--- src/rtl/comp_sweep_pkg.sv ---
// Shared types and constants for the comparator sweep driver.
package comp_sweep_pkg;

  typedef enum logic [1:0] {IDLE, SWEEP, DONE} sweep_state_t;

  localparam int unsigned N_CODES   = 16;
  localparam logic [3:0]  B_DEFAULT = 4'b0011;
  localparam logic [3:0]  LAST_CODE = 4'(N_CODES - 1);

endpackage

--- src/rtl/comp_sweep_driver_if.sv ---
// Comparator-side bus: code bits a..d and constant B out, comparator result Q back.
interface comp_sweep_driver_if;

  logic       a;
  logic       b;
  logic       c;
  logic       d;
  logic [3:0] B;
  logic       q_in;

  modport master (output a, b, c, d, B, input q_in);
  modport slave  (input a, b, c, d, B, output q_in);

endinterface

--- src/rtl/comp_sweep_driver_hold_counter.sv ---
// Per-code hold counter: counts 0..HOLD_CYCLES-1 while enabled, strobes on the last cycle.
module sweep_hold_counter #(
  parameter int unsigned HOLD_CYCLES = 5
) (
  input  logic clk,
  input  logic rst_n,
  input  logic clear,
  input  logic en,
  output logic last
);

  localparam int unsigned     W        = $clog2(HOLD_CYCLES);
  localparam logic [W-1:0]    LAST_CNT = W'(HOLD_CYCLES - 1);

  logic [W-1:0] cnt;

  assign last = en && (cnt == LAST_CNT);

  always_ff @(posedge clk or negedge rst_n) begin
    if (!rst_n) begin
      cnt <= '0;
    end else if (clear) begin
      cnt <= '0;
    end else if (en) begin
      cnt <= last ? '0 : cnt + 1'b1;
    end
  end

endmodule

--- src/rtl/comp_sweep_driver.sv ---
// Sweeps all 16 comparator input codes, captures Q per code into a truth table and checks it.
module comp_sweep_driver
  import comp_sweep_pkg::*;
#(
  parameter int unsigned HOLD_CYCLES = 5,
  parameter logic [3:0]  B_RESET     = B_DEFAULT
) (
  input  logic                clk,
  input  logic                rst_n,
  input  logic                start,
  input  logic                abort,
  input  logic [3:0]          const_b,
  input  logic [N_CODES-1:0]  exp_table,
  comp_sweep_driver_if.master cmp,
  output logic                busy,
  output logic                done,
  output logic                pass,
  output logic [N_CODES-1:0]  truth_table,
  output logic [4:0]          ones_count
);

  sweep_state_t       state, state_next;
  logic [3:0]         code;
  logic [3:0]         b_reg;
  logic               hold_last;
  logic               go, quit, smp, finish;
  logic [N_CODES-1:0] table_final;

  sweep_hold_counter #(.HOLD_CYCLES(HOLD_CYCLES)) u_hold (
    .clk   (clk),
    .rst_n (rst_n),
    .clear (go | quit),
    .en    (state == SWEEP),
    .last  (hold_last)
  );

  // Code bits and B come straight from flops so the comparator sees clean edges.
  assign cmp.a = code[3];
  assign cmp.b = code[2];
  assign cmp.c = code[1];
  assign cmp.d = code[0];
  assign cmp.B = b_reg;

  assign busy = (state == SWEEP);
  assign done = (state == DONE);

  // Pass compares against the table including the sample being written this edge.
  assign table_final = truth_table | ({{(N_CODES-1){1'b0}}, cmp.q_in} << code);

  always_ff @(posedge clk or negedge rst_n) begin
    if (!rst_n) state <= IDLE;
    else        state <= state_next;
  end

  always_comb begin
    state_next = state;
    go         = 1'b0;
    quit       = 1'b0;
    smp        = 1'b0;
    finish     = 1'b0;
    unique case (state)
      IDLE: begin
        if (start && !abort) begin
          go         = 1'b1;
          state_next = SWEEP;
        end
      end
      SWEEP: begin
        if (abort) begin
          quit       = 1'b1;
          state_next = IDLE;
        end else if (hold_last) begin
          smp = 1'b1;
          if (code == LAST_CODE) begin
            finish     = 1'b1;
            state_next = DONE;
          end
        end
      end
      DONE: begin
        if (abort) begin
          quit       = 1'b1;
          state_next = IDLE;
        end else if (start) begin
          go         = 1'b1;
          state_next = SWEEP;
        end
      end
      default: state_next = IDLE;
    endcase
  end

  always_ff @(posedge clk or negedge rst_n) begin
    if (!rst_n) begin
      code        <= '0;
      b_reg       <= B_RESET;
      pass        <= 1'b0;
      truth_table <= '0;
      ones_count  <= '0;
    end else if (go) begin
      code        <= '0;
      b_reg       <= const_b;
      pass        <= 1'b0;
      truth_table <= '0;
      ones_count  <= '0;
    end else if (quit) begin
      code <= '0;
      pass <= 1'b0;
    end else if (smp) begin
      truth_table <= table_final;
      ones_count  <= ones_count + 5'(cmp.q_in);
      if (finish) pass <= (table_final == exp_table);
      else        code <= code + 1'b1;
    end
  end

endmodule

--- src/flat_wrapper.sv ---
// flat-port wrapper written by rule: the top's interface ports become plain ports
module comp_sweep_driver_flat import comp_sweep_pkg::*;
#(
  parameter int unsigned HOLD_CYCLES = 5,
  parameter logic [3:0]  B_RESET     = B_DEFAULT
)
  (clk, rst_n, start, abort, const_b, exp_table, busy, done, pass, truth_table, ones_count, cmp_a, cmp_b, cmp_c, cmp_d, cmp_B, cmp_q_in);
  comp_sweep_driver_if cmp_i ();
  input  logic clk;
  input  logic rst_n;
  input  logic start;
  input  logic abort;
  input  logic [3:0] const_b;
  input  logic [N_CODES-1:0] exp_table;
  output logic busy;
  output logic done;
  output logic pass;
  output logic [N_CODES-1:0] truth_table;
  output logic [4:0] ones_count;
  output wire logic [$bits(cmp_i.a)-1:0] cmp_a;
  output wire logic [$bits(cmp_i.b)-1:0] cmp_b;
  output wire logic [$bits(cmp_i.c)-1:0] cmp_c;
  output wire logic [$bits(cmp_i.d)-1:0] cmp_d;
  output wire logic [$bits(cmp_i.B)-1:0] cmp_B;
  input wire logic [$bits(cmp_i.q_in)-1:0] cmp_q_in;
  assign cmp_a = cmp_i.a;
  assign cmp_b = cmp_i.b;
  assign cmp_c = cmp_i.c;
  assign cmp_d = cmp_i.d;
  assign cmp_B = cmp_i.B;
  assign cmp_i.q_in = cmp_q_in;
  comp_sweep_driver #(.HOLD_CYCLES(HOLD_CYCLES), .B_RESET(B_RESET)) u_core (.clk(clk), .rst_n(rst_n), .start(start), .abort(abort), .const_b(const_b), .exp_table(exp_table), .cmp(cmp_i), .busy(busy), .done(done), .pass(pass), .truth_table(truth_table), .ones_count(ones_count));
endmodule
--- config.mk ---
export PLATFORM = sky130hd
export DESIGN_NAME = comp_sweep_driver_flat
export DESIGN_NICKNAME = d
export VERILOG_FILES = /design/src/rtl/comp_sweep_pkg.sv /design/src/rtl/comp_sweep_driver_if.sv /design/src/rtl/comp_sweep_driver_hold_counter.sv /design/src/rtl/comp_sweep_driver.sv /design/src/flat_wrapper.sv
export SDC_FILE = /design/constraint.sdc
export NUM_CORES = 1
export LEC_CHECK = 0
export CAP_MARGIN = 30
export CORE_MARGIN = 2
export CORE_UTILIZATION = 46
export DETAILED_ROUTE_END_ITERATION = 7
export PLACE_DENSITY = 0.76
export SETUP_SLACK_MARGIN = 0.15
export SKIP_LAST_GASP = 1
export SYNTH_ARGS = -nofsm -noshare
export SYNTH_HDL_FRONTEND = slang
export SYNTH_SLANG_ARGS = --single-unit
--- constraint.sdc ---
create_clock -name clk -period 2.69 [get_ports clk]
set_input_delay 0.6725 -clock clk [delete_from_list [all_inputs] [get_ports clk]]
set_output_delay 0.6725 -clock clk [all_outputs]
set_load 0.02 [all_outputs]
==> impl_metrics.py, run 1 <==
metrics = {
    "route": {
        "firstDrtPassIters": 4,
        "drc": 0,
        "wire_per_inst_um": 15.3,
        "vias_per_cell": 5.69,
        "dr.first_iter.drc_count": 163,
        "totalWireLength_mm": 5.43,
        "vias": 2016,
        "met3WireLength_um": 296,
        "top_layer_used": "met4",
        "drt-met1-wl_mm": 2.52,
        "drt.antenna.violating_nets": 0,
        "wl_met2_mm": 2.55,
    },
    "sta": {
        "finalSetupViolCount": 0,
        "fmax_mhz": 407,
        "final.setup.worst_slack_ps": 232,
        "finalHoldViolations": 0,
        "fin_crit_ps": 2460,
        "tightest_slew_ps": 524,
        "slew_violations": 0,
        "rsz0062_at_grt": "false",
        "slew_headroom_pct": 65.0,
        "period_share_pct": 91.4,
        "finalClockSkew_ps": 6.32,
    },
    "clocking": {
        "cts_resized": 0,
        "clk_latency_ps": 290,
        "numClockSinks": 35,
        "cts-root-buf": "clkbuf_8",
        "cts_setup_buffers": 0,
        "cts_hold_buf": 0,
        "cts_max_level": 2,
        "cts_made_buffers": 5,
        "cts_tree": "built",
        "cts.clk_slew.worst_paths_ps": 80,
        "clock_path_buffers": 2,
    },
    "pwr": {
        "powerDensity_mw_per_mm2": 552,
        "p_clk_share_pct": 24.3,
        "swShare_pct": 33.8,
        "seq_power_share_pct": 39.6,
        "netSwitchingPower_uw": 549,
        "share_comb_of_total_power_pct": 36.2,
        "irDropWorstVdd_v": 0.000527,
        "power_leakage_uw": 0.00129,
        "intPower_uw": 1070,
    },
    "critical_path": {
        "arrival_ps": 2680,
        "cp.required_ps": 2910,
        "cp_top_family": "simple AND/OR/NAND/NOR gates",
        "crit_path_cell_trace": "clkdlybuf4s50_1, and3_1, a211o_1, a32o_1, or4b_1, o21ai_1",
        "cp_slowest_stage_delay_ps": 530,
        "cpMaxStageDelayCell": "or4b_1",
        "crit_cells": 6,
        "cp_max_fo": 8,
        "r2r.worst_path.cells": 5,
        "crit_buf_inv": 1,
        "critical_path_class": "in -> reg",
        "cp-end-kind": "register",
        "startpoint_type": "input pin",
    },
    "placed_design": {
        "hpwlAfterDp_mm": 4.17,
        "placed_cells": 346,
        "place_ws_ps": -109,
        "gp_congestion": 0.860,
        "io_buffers": 56,
    },
    "logic_synthesis": {
        "synthArstFlopShare_pct": 100,
        "yosys_most_used_dff": "dfrtp_1",
        "synth-seq-cells": 35,
        "yosys.area.top_type_share_pct": 38.2,
        "yosysWarnings": 0,
        "synthCells": 233,
        "syn_nets": 267,
        "synth_area_per_cell_um2": 9.29,
        "yosysSeqAreaShare_pct": 40.6,
        "synth_edf_count": 0,
        "yosys.area.top_type": "dfrtp_1",
        "synthDistinctLibCells": 52,
        "syn_area_mm2": 0.00216,
        "ys_top_cells_by_area": "dfrtp_1 (38%), nor2_1 (5.4%), a21oi_1 (5.3%)",
    },
    "cells_and_area": {
        "n_antenna_cell": 0,
        "fin_cells": 354,
        "mostFrequentLayoutCell": "clkdlybuf4s50_1",
        "areaGrowthSynthToFinish_pct": 35.8,
        "final_net_count": 335,
        "drive_gt1_share_pct": 15.9,
        "finish.utilization_pct": 66.1,
        "final_cell_mix": "clkdlybuf4s50_1 (56), dfrtp_1 (33), nor2_1 (30), a21oi_1 (23)",
        "fillers": 389,
        "multi_input_area_mm2": 0.00119,
        "register_area_um2": 878,
    },
    "die": {
        "coreArea_mm2": 0.00444,
        "num_rows": 24,
        "start_util_pct": 48.7,
        "die_y_um": 72.6,
        "die_w_um": 72.6,
        "design.die.area_mm2": 0.00527,
        "io_pins": 57,
    },
    "global_routing": {
        "grtUsageTotal_pct": 21.8,
        "gr-total-overflow": 0,
        "grt_max_degree": 21,
        "grt_pass1_wl_mm": 8.87,
        "grt_pass1_vias": 1862,
        "antenna_found_initial": 0,
    },
    "min_path": {
        "holdPathStages": 1,
        "hold_path_class": "reg -> reg",
    },
    "run": {
        "max_cap_viol_count": 0,
    },
    "run_status": {
        "status": "complete, no violations",
    },
}
[cell usage after synthesis, types with 2 or more instances]
library cell,number
buf_2,2
a31oi_1,4
a32o_1,2
buf_6,4
a32oi_1,2
clkbuf_1,4
nor3b_2,2
nand2_1,16
nor2b_1,6
and3b_1,2
dfstp_2,2
nand3b_1,2
inv_1,9
a211o_2,4
nor3_1,2
and2_1,4
o21ai_1,2
nand3_1,7
dfrtp_1,33
nand4_1,4
nor2_1,31
nand2b_1,7
mux2i_1,2
a22o_1,2
and3_1,4
mux2_2,8
o21ai_0,4
o211ai_1,2
xor2_1,5
a21oi_1,23
a211o_1,2
or4b_1,2
ha_1,9
[worst paths after layout]
path | startpoint | endpoint | slack, ps
worst max register to register | u_core.code[2] | u_core.pass | 500
worst min register to register | u_core.cmp.B[3] | u_core.cmp.B[3] | 510
min in group asynchronous | rst_n | u_core.cmp.B[3] | 720
worst max-delay path | cmp_q_in | u_core.pass | 230
max in group asynchronous | rst_n | u_core.truth_table[6] | 1400
worst min-delay path | u_core.cmp.B[3] | u_core.cmp.B[3] | 510
[flip-flops by register name (all words and copies together) (netlist names)]
register	cells
u_core.state	2
u_core.cmp.B	4
u_core.pass	1
u_core.ones_count	5
u_core.code	4
u_core.truth_table	16
u_core.u_hold.cnt	3
[through the flow]
stage          cell area, µm²  power, µW  hold WS [ps]  setup TNS [ps]
2_1_floorplan            2160       1010           377               0
3_3_place_gp             2840       1220           490           -52.1
3_5_place_dp             2840       1240           498            -109
5_1_grt                  2940       1720           538               0
4_1_cts                  2930       1630           515               0
6_report                 2940       1620           513               0
[power groups by stage]
stage	sequential (µW)	clock, µW	combinational (µW)
global placement	647	0	574
global route	652	430	643
finish	642	394	587
floorplan	689	0	317
detailed placement	651	0	584
CTS	641	407	587
[worst reg2reg max path, delay by kind of cell (launching register included)]
family | cells | cell delay, ps
simple gates | 2 | 1020
flops | 1 | 590
compound gates | 3 | 520
[cell type report]
type,count,area share (%)
inverter,9,1.15
tap,52,2.21
timing repair buffer,72,23.2
multi-input combinational,178,40.4
clock buffer,5,2.34
sequential,35,29.9
clock inverter,3,0.809
[cell families (layout without fill, tap and decap cells)]
kind of cell             count (synthesis)  after routing  share of synthesized area [%]
buffers and inverters                   20             89                           5.14
flip-flops                              35             35                           40.6
AND/OR/NAND/NOR                         95             95                           23.4
adder cells (fa/ha/maj)                  9              9                           5.20
XOR/XNOR                                 6              6                           2.43
multiplexers                            10             10                           5.09
AO/OA/AOI/OAI                           58             58                           18.2
[metal layers]
layer	global-route usage, %	vias to the layer above
met5	0	-
met4	7.82	0
met3	4.14	8
met2	32.8	62
met1	31.2	966
li1	-	980
Power figures use the tool's default switching activity.
==> run 2: changes to the inputs <==
--- a/config.mk
+++ b/config.mk
@@ -9,6 +9,7 @@
 export CORE_MARGIN = 2
 export CORE_UTILIZATION = 46
 export DETAILED_ROUTE_END_ITERATION = 7
+export GPL_TIMING_DRIVEN = 0
 export PLACE_DENSITY = 0.76
 export SETUP_SLACK_MARGIN = 0.15
 export SKIP_LAST_GASP = 1
==> run 2 against run 1 <==
Compared with the run above:
- combinational power shrank 2%
- worst hold slack lost 47 ps
- critical path depth is the same
- die area is the same
- sequential power is essentially flat
- clock power grew 45%
- wire length grew 3.3%
- utilization grew 0.11 points
- total power grew 10%
- critical endpoint unchanged
- largest cell class unchanged
==> impl_metrics.py, run 2 (synthesis results as in run 1) <==
metrics = {
    "route": {
        "vias_per_cell": 5.81,
        "dr.first_iter.drc_count": 199,
        "firstDrtPassIters": 4,
        "drc": 0,
        "totalWireLength_mm": 5.61,
        "drt.antenna.violating_nets": 0,
        "wire_per_inst_um": 16.0,
        "vias": 2034,
    },
    "critical_path": {
        "cpMaxStageDelayCell": "or4b_1",
        "arrival_ps": 2600,
        "crit_buf_inv": 1,
        "r2r_slack_ps": 430,
        "timing.rr.start": "u_core.state[1]",
        "r2r.worst_path.cells": 8,
        "startpoint_type": "input pin",
        "r2r-end": "u_core.pass",
        "cp_max_fo": 5,
        "cp_top_family": "simple AND/OR/NAND/NOR gates",
        "cp_slowest_stage_delay_ps": 550,
        "crit_path_cell_trace": "clkdlybuf4s50_1, nand4b_1, a221oi_1, o2111ai_1, or4b_1, o21ai_1",
        "cp-end-kind": "register",
        "cp.required_ps": 2910,
        "critical_path_class": "in -> reg",
    },
    "clocking": {
        "numClockSinks": 35,
        "cts_max_level": 2,
        "clock_path_buffers": 2,
        "cts_made_buffers": 5,
        "clk_latency_ps": 290,
        "cts.clk_slew.worst_paths_ps": 80,
        "cts-root-buf": "clkbuf_8",
        "cts_tree": "built",
        "cts_hold_buf": 0,
    },
    "placed_design": {
        "hpwlAfterDp_mm": 3.97,
        "io_buffers": 56,
        "placed_cells": 341,
        "gp_congestion": 0.830,
    },
    "sta": {
        "fin_tns_setup_ps": 0,
        "finalSetupViolCount": 0,
        "rsz0062_at_grt": "false",
        "finalHoldViolations": 0,
        "finalClockSkew_ps": 7.20,
        "slew_headroom_pct": 47.4,
        "tightest_slew_ps": 789,
        "fin_crit_ps": 2370,
        "fmax_mhz": 421,
        "period_share_pct": 88.3,
        "slew_violations": 0,
    },
    "die": {
        "die_w_um": 72.6,
        "io_pins": 57,
        "start_util_pct": 48.7,
        "num_rows": 24,
        "coreArea_mm2": 0.00444,
        "die_y_um": 72.6,
        "design.die.area_mm2": 0.00527,
    },
    "cells_and_area": {
        "final_net_count": 331,
        "n_antenna_cell": 0,
        "final_cell_mix": "clkdlybuf4s50_1 (54), dfrtp_1 (33), nor2_1 (30), a21oi_1 (23), nand2_1 (16)",
        "fin_cells": 350,
        "largest_reg_flops": 16,
        "areaGrowthSynthToFinish_pct": 36.0,
        "top_regs": "u_core.truth_table: 16 flops, u_core.ones_count: 5 flops",
        "register_area_um2": 878,
        "mostFrequentLayoutCell": "clkdlybuf4s50_1",
        "multi_input_area_mm2": 0.00118,
        "drive_gt1_share_pct": 13.4,
        "fillers": 388,
        "regMostFlops": "u_core.truth_table",
    },
    "global_routing": {
        "antenna_found_initial": 0,
        "grtUsageTotal_pct": 23.2,
        "grt_max_degree": 36,
        "grt_pass1_vias": 1900,
        "grt_pass1_wl_mm": 9.31,
        "gr-total-overflow": 0,
    },
    "pwr": {
        "irDropWorstVdd_v": 0.000561,
        "power_leakage_uw": 0.00130,
        "powerDensity_mw_per_mm2": 607,
    },
    "run_status": {
        "status": "complete, no violations",
    },
    "run": {
        "max_cap_viol_count": 0,
    },
    "min_path": {
        "hold_path_class": "in -> async",
    },
}
[run 2: cell types whose count changed in the layout (fill, tap and decap cells not counted), moves of 2 or more]
cell             change
buf_4               -13
buf_6                +4
clkbuf_1             +3
buf_2                +2
bufinv_16            +2
clkdlybuf4s50_1      -2
[run 2: final cells by class]
type,count,area share (%)
Multi-Input combinational cell,178,40.2
Sequential cell,35,29.8
Timing Repair Buffer,57,19.2
Buffer,11,2.76
Clock buffer,5,2.34
Clock inverter,3,2.29
Tap cell,52,2.21
Inverter,9,1.15
[run 2: layer usage]
| metal | track usage, % | wire (µm) | up-vias |
|---|---|---|---|
| met3 | 5.52 | 378 | 7 |
| met2 | 35.8 | 2650 | 72 |
| met4 | 6.17 | 68 | 0 |
| met5 | 0 | 0 | - |
| li1 | - | - | 969 |
| met1 | 32.9 | 2510 | 986 |
[run 2: how the worst max path moves through the flow]
| stage | startpoint | end | slack, ps | cells after the start |
|---|---|---|---|---|
| final | abort | u_core.pass | 320 | 6 |
| after global routing | exp_table[9] | u_core.pass | 240 | 6 |
| after CTS | cmp_q_in | u_core.pass | 170 | 7 |
| after detailed placement | abort | u_core.pass | -220 | 6 |
| after global placement | abort | u_core.pass | -220 | 6 |
| after floorplan | u_core.state[1] | u_core.pass | 420 | 8 |
[run 2: repair_timing]
action                     in CTS  in global routing
setup endpoints to repair       1                 21
gates resized for setup         2                  3
setup buffers                   1                  0
[run 2: worst reg2reg max path, cell delays in order, from the launching register on]
cell and delay, ps:
dfrtp_1 400, inv_1 100, ha_1 160, buf_2 190
nand4b_1 230, a221oi_1 270, o2111ai_1 150, or4b_1 550
o21ai_1 130
[run 2: power breakdown]
part | total (µW) | switching, µW | internal [µW]
Combinational | 575 | 303 | 272
Sequential | 640 | 41.4 | 599
Clock | 573 | 203 | 370
Total | 1790 | 548 | 1240
[run 2: stage by stage]
stage	power [µW]	setup WS (ps)	area [µm²]	utilization, %	hold slack [ps]
6_report	1790	316	2940	66.2	465
5_1_grt	1900	236	2940	66.2	508
4_1_cts	1800	168	2930	66.0	490
3_5_place_dp	1220	-219	2790	62.7	499
3_3_place_gp	1210	-217	2790	62.8	489
2_1_floorplan	1010	419	2160	-	377
==> run 3: changes to the inputs <==
--- a/config.mk
+++ b/config.mk
@@ -5,6 +5,7 @@
 export SDC_FILE = /design/constraint.sdc
 export NUM_CORES = 1
 export LEC_CHECK = 0
+export ABC_CLOCK_PERIOD_IN_PS = 2690
 export CAP_MARGIN = 30
 export CORE_MARGIN = 2
 export CORE_UTILIZATION = 46
==> results of run 3 <==
The final DEF is identical to that of run 2; final timing and power are the same.
